===== src/rtl/gcd_driver_pkg.sv =====
// Shared definitions for the GCD initiator: FSM state encoding and the default operand width
// that must agree with the responder.
package gcd_driver_pkg;

   localparam int DEF_WIDTH = 8;

   typedef enum logic [1:0] {
      ST_IDLE  = 2'd0,
      ST_ISSUE = 2'd1,
      ST_WAIT  = 2'd2,
      ST_RESP  = 2'd3
   } state_t;

endpackage


===== src/rtl/gcd_driver_req_fifo.sv =====
// Request buffer for operand pairs: DEPTH x DW synchronous FIFO with full/empty flags.
// Data storage is not reset; only pointers and occupancy are.
module gcd_req_fifo #(
   parameter int DW    = 16,
   parameter int DEPTH = 4
) (
   input  logic          CLK,
   input  logic          RST,
   input  logic          push,
   input  logic          pop,
   input  logic [DW-1:0] wdata,
   output logic [DW-1:0] rdata,
   output logic          full,
   output logic          empty
);

   localparam int AW = $clog2(DEPTH);
   localparam logic [AW:0] FULL_C = (AW + 1)'(DEPTH);
   localparam logic [AW:0] ONE_C  = (AW + 1)'(1);
   localparam logic [AW-1:0] PONE_C = AW'(1);

   logic [DW-1:0] mem_r [DEPTH];
   logic [AW-1:0] wr_ptr_r;
   logic [AW-1:0] rd_ptr_r;
   logic [AW:0]   count_r;

   // Entry storage write
   always_ff @(posedge CLK) begin
      if (push) begin
         mem_r[wr_ptr_r] <= wdata;
      end
   end

   // Pointers wrap naturally because DEPTH is a power of two
   always_ff @(posedge CLK or posedge RST) begin
      if (RST) begin
         wr_ptr_r <= {AW{1'b0}};
         rd_ptr_r <= {AW{1'b0}};
         count_r  <= {(AW + 1){1'b0}};
      end else begin
         if (push) begin
            wr_ptr_r <= wr_ptr_r + PONE_C;
         end
         if (pop) begin
            rd_ptr_r <= rd_ptr_r + PONE_C;
         end
         case ({push, pop})
            2'b10:   count_r <= count_r + ONE_C;
            2'b01:   count_r <= count_r - ONE_C;
            default: count_r <= count_r;
         endcase
      end
   end

   assign rdata = mem_r[rd_ptr_r];
   assign full  = (count_r == FULL_C);
   assign empty = (count_r == {(AW + 1){1'b0}});

endmodule


===== src/rtl/gcd_driver.sv =====
// GCD initiator: buffers operand pairs, issues them one at a time to a START/DONE responder,
// and returns each result (or a timeout) on an in-order valid/ready stream.
module gcd_driver
   import gcd_driver_pkg::*;
#(
   parameter int WIDTH   = DEF_WIDTH,
   parameter int DEPTH   = 4,
   parameter int TIMEOUT = 1023
) (
   input  logic             CLK,
   input  logic             RST,
   input  logic             REQ_VALID,
   output logic             REQ_READY,
   input  logic [WIDTH-1:0] REQ_A,
   input  logic [WIDTH-1:0] REQ_B,
   output logic [WIDTH-1:0] GCD_A,
   output logic [WIDTH-1:0] GCD_B,
   output logic             GCD_START,
   input  logic [WIDTH-1:0] GCD_Y,
   input  logic             GCD_DONE,
   input  logic             GCD_ERROR,
   output logic             RSP_VALID,
   input  logic             RSP_READY,
   output logic [WIDTH-1:0] RSP_Y,
   output logic             RSP_ERR,
   output logic             RSP_TIMEOUT,
   output logic             BUSY
);

   localparam int CW = $clog2(TIMEOUT + 1);
   localparam logic [CW-1:0] TMO_C = CW'(TIMEOUT);
   localparam logic [CW-1:0] ONE_C = CW'(1);

   state_t             state_r;
   state_t             state_s;
   logic               pop_s;
   logic               push_s;
   logic               full_s;
   logic               empty_s;
   logic               timeout_s;
   logic [2*WIDTH-1:0] head_s;
   logic [CW-1:0]      cnt_r;
   logic [WIDTH-1:0]   gcd_a_r;
   logic [WIDTH-1:0]   gcd_b_r;
   logic [WIDTH-1:0]   rsp_y_r;
   logic               gcd_start_r;
   logic               rsp_valid_r;
   logic               rsp_err_r;
   logic               rsp_timeout_r;

   assign push_s    = REQ_VALID && !full_s;
   assign timeout_s = (cnt_r == TMO_C);

   gcd_req_fifo #(
      .DW    (2 * WIDTH),
      .DEPTH (DEPTH)
   ) u_fifo (
      .CLK   (CLK),
      .RST   (RST),
      .push  (push_s),
      .pop   (pop_s),
      .wdata ({REQ_A, REQ_B}),
      .rdata (head_s),
      .full  (full_s),
      .empty (empty_s)
   );

   // Next-state and FIFO pop decision; DONE takes priority over timeout
   always_comb begin
      state_s = state_r;
      pop_s   = 1'b0;
      case (state_r)
         ST_IDLE: begin
            if (!empty_s) begin
               pop_s   = 1'b1;
               state_s = ST_ISSUE;
            end else begin
               state_s = ST_IDLE;
            end
         end
         ST_ISSUE: state_s = ST_WAIT;
         ST_WAIT: begin
            if (GCD_DONE || timeout_s) begin
               state_s = ST_RESP;
            end else begin
               state_s = ST_WAIT;
            end
         end
         ST_RESP: begin
            if (RSP_READY) begin
               state_s = ST_IDLE;
            end else begin
               state_s = ST_RESP;
            end
         end
         default: state_s = ST_IDLE;
      endcase
   end

   // State, operand, wait-counter and result registers
   always_ff @(posedge CLK or posedge RST) begin
      if (RST) begin
         state_r       <= ST_IDLE;
         gcd_a_r       <= {WIDTH{1'b0}};
         gcd_b_r       <= {WIDTH{1'b0}};
         gcd_start_r   <= 1'b0;
         rsp_valid_r   <= 1'b0;
         rsp_y_r       <= {WIDTH{1'b0}};
         rsp_err_r     <= 1'b0;
         rsp_timeout_r <= 1'b0;
         cnt_r         <= {CW{1'b0}};
      end else begin
         state_r     <= state_s;
         gcd_start_r <= (state_s == ST_ISSUE);
         rsp_valid_r <= (state_s == ST_RESP);
         if (pop_s) begin
            gcd_a_r <= head_s[2*WIDTH-1:WIDTH];
            gcd_b_r <= head_s[WIDTH-1:0];
         end
         case (state_r)
            ST_ISSUE: cnt_r <= {CW{1'b0}};
            ST_WAIT: begin
               if (GCD_DONE) begin
                  rsp_y_r       <= GCD_Y;
                  rsp_err_r     <= GCD_ERROR;
                  rsp_timeout_r <= 1'b0;
               end else if (timeout_s) begin
                  rsp_y_r       <= {WIDTH{1'b0}};
                  rsp_err_r     <= 1'b0;
                  rsp_timeout_r <= 1'b1;
               end else begin
                  cnt_r <= cnt_r + ONE_C;
               end
            end
            default: cnt_r <= cnt_r;
         endcase
      end
   end

   assign REQ_READY   = !full_s;
   assign GCD_A       = gcd_a_r;
   assign GCD_B       = gcd_b_r;
   assign GCD_START   = gcd_start_r;
   assign RSP_VALID   = rsp_valid_r;
   assign RSP_Y       = rsp_y_r;
   assign RSP_ERR     = rsp_err_r;
   assign RSP_TIMEOUT = rsp_timeout_r;
   assign BUSY        = (state_r != ST_IDLE) || !empty_s;

endmodule


===== config.mk =====
export PLATFORM = sky130hd
export DESIGN_NAME = gcd_driver
export DESIGN_NICKNAME = d
export VERILOG_FILES = /design/src/rtl/gcd_driver_pkg.sv /design/src/rtl/gcd_driver_req_fifo.sv /design/src/rtl/gcd_driver.sv
export SDC_FILE = /design/constraint.sdc
export NUM_CORES = 1
export LEC_CHECK = 0
export CORE_MARGIN = 2
export CORE_UTILIZATION = 50
export DETAILED_ROUTE_END_ITERATION = 8
export DONT_BUFFER_PORTS = 1
export GPL_TIMING_DRIVEN = 0
export PLACE_DENSITY = 0.64
export REMOVE_ABC_BUFFERS = 1
export SYNTH_ARGS = -nofsm -noshare
export SYNTH_HDL_FRONTEND = slang
export SYNTH_SLANG_ARGS = --single-unit

===== constraint.sdc =====
create_clock -name CLK -period 3.5 [get_ports CLK]
set_input_delay 1.05 -clock CLK [delete_from_list [all_inputs] [get_ports CLK]]
set_output_delay 1.05 -clock CLK [all_outputs]
set_load 0.005 [all_outputs]

==> qor.yml <==
status: "complete, no violations"
clock_latency_ps: 370
cellLeakagePower_nw: 1.83
syn_inst: 265
setup.worst_path.start_class: "flop"
grt_max_degree: 32
cts_root_buffer: "clkbuf_8"
min_path_type: "in -> async"
die_h_um: 99.4
finalPower_mw: 3.75
vias: 2223
ctsHoldBuffers: 0
grtUsageTotal_pct: 16.2
synthAdderAreaFrac_pct: 2.09
synthXorXnorAreaFrac_pct: 1.35
mostFrequentLayoutCells: "edfxtp_1, dfrtp_1, mux2_2"
worst-path-max-fanout: 18
stdcell_area_um2: 4830
dp_hpwl_um: 4910
final_common_cell: "edfxtp_1"
grt_pass1_vias: 2296
gp_congestion: 0.756
synth-main-ff-cell: "edfxtp_1"
worst_r2r_startpoint: "state_r[1]"
r2r_slack_ps: 900
setup_tns_ps: 0
crit_end: "u_fifo.count_r[2]"
dpl_cell_area_um2: 4640
synth-async-reset-ratio_pct: 42.3
period_minus_slack_ps: 2600
drive_above_1_share_pct: 19.0
regArea_um2: 3100
post_cts_buffers: 0
cts_buffers: 9
post-place-ws_ps: 825
synth_cell_types: 50
avgSynthCellArea_um2: 17.2
setup_ws_ps: 896
setup_viol: 0
p_per_area_nw_per_um2: 776
routed_via_density: 5.82
ant_nets: 0
cts_tree: "built"
rows: 34
io_pins: 60
totalWireLength_um: 7570
drt_iter0_drc: 96
start_util_pct: 51.9
worstPathRequired_ps: 3800
worstPathArrival_ps: 2910
synthSimpleGateAreaFrac_pct: 6.54
setup.worst_path.end_class: "flop"
worstSetupStartpoint: "state_r[1]"
synth_area_leaders: "edfxtp_1, dfrtp_1, mux4_1"
timing.fmax_ghz: 0.384
synth.area.mux_share_pct: 13.2
antenna_found_initial: 0
synth_edf_count: 64
path_class: "reg -> reg"
route.detailed.wl_per_inst_um: 19.8
rsz0062_at_grt: "no"
cts.repair.resized: 0
die_area_um2: 9880
final_nets: 306
tightest_slew_ps: 1020
io_buffer_count: 0
clockBufferDepth: 2
multi_input_area_um2: 1330
cts.sinks: 111
fillCellCount: 696
dpl.cell_count: 366
fp.dieW_um: 99.4
yosysWarnings: 0
synth_top_family_by_area: "multiplexers"
antenna_cells: 0
finalHoldViolCount: 0
coreArea_um2: 8760
ys_ff_latch: 111
area_delta_synth_final_pct: 6.13
post-route-util_pct: 55.1
skew_ps: 14.5
drt_first_pass_iters: 4
rr_endpoint: "u_fifo.count_r[2]"
synth_top_area_share_pct: 42.2
drv_cap: 0
slew_headroom_pct: 32.3
clkSlewWorstSetupHoldPaths_ps: 110
seq_area_frac_synth_pct: 68.1
grt_pass1_wl_um: 12200
timing.hold.ws_ps: 517
syn-cell-area_um2: 4550
grt-ovfl-total: 0
yosysTopAreaCell: "edfxtp_1"
remaining_drc_errors: 0
htree_levels: 3
period_share_pct: 74.4
report.final.slew_viol_count: 0
reg2reg_depth: 7
stdcell_count: 382
synth-compound-area-share_pct: 5.83
peakVddDrop_uv: 353
## flip-flops by register name (all words and copies together), names as in the netlist
signal	cells
GCD_A	8
GCD_B	8
GCD_START	1
RSP_ERR	1
RSP_TIMEOUT	1
RSP_VALID	1
RSP_Y	8
cnt_r	10
state_r	2
u_fifo.count_r	3
u_fifo.mem_r	64
u_fifo.rd_ptr_r	2
u_fifo.wr_ptr_r	2
## kinds of logic after synthesis
logic type,count (synthesis)
mux,35
compound gates,32
simple gates,50
xor+xnor,7
flops,111
fa+ha+maj,7
buf+inv,23
## final cells by class
cell class	instances	share of cell area [%]
Timing Repair Buffer	2	0.570
Tap cell	108	2.80
Clock inverter	6	1.32
Multi-Input combinational cell	131	27.5
Clock buffer	10	2.64
Inverter	14	1.09
Sequential cell	111	64.1
## how the worst min path moves through the flow
stage	start	to	slack [ps]	depth (start not counted)
2_1_floorplan	u_fifo.count_r[2]	u_fifo.count_r[2]	460	1
3_3_place_gp	u_fifo.count_r[0]	u_fifo.count_r[0]	490	1
3_5_place_dp	u_fifo.count_r[2]	u_fifo.count_r[2]	500	1
4_1_cts	RST	RSP_Y[5]	520	1
5_1_grt	RST	RSP_Y[5]	540	1
6_report	RST	RSP_Y[5]	520	1
## where the power goes
group          switching (mW)  total (mW)  internal, mW
combinational           0.406       0.896         0.490
sequential              0.335        2.11          1.78
clock                   0.458       0.739         0.281
total                    1.20        3.75          2.55
## worst max-delay path, stage by stage, from the launching register on
cell and delay (ps):
dfrtp_1 600, nor3_2 810, ha_1 310, inv_1 60, fa_1 370, xor2_1 150
nor2_1 110, xor2_1 150
## metal layers
layer  wire [um]  vias up  GRT usage [%]
li1            -     1031              -
met1        3440     1135           23.0
met2        3680       51           24.3
met3         372        6           4.64
met4          77        0           6.01
met5           0        -              0
## synth_stat cells (2+ instances only)
master,n
a21oi_1,6
a22o_1,9
and2_1,2
and3_1,4
buf_2,3
buf_6,3
clkbuf_8,2
dfrtp_1,47
edfxtp_1,64
ha_1,6
inv_1,14
mux2_2,17
mux2i_1,2
mux4_1,8
mux4_2,8
nand2_1,12
nand3_1,5
nand4_1,2
nor2_1,7
nor2b_1,2
nor3_1,5
o311ai_0,3
or4_1,2
xnor2_1,4
xor2_1,3
(Power assumes the default switching activity.)
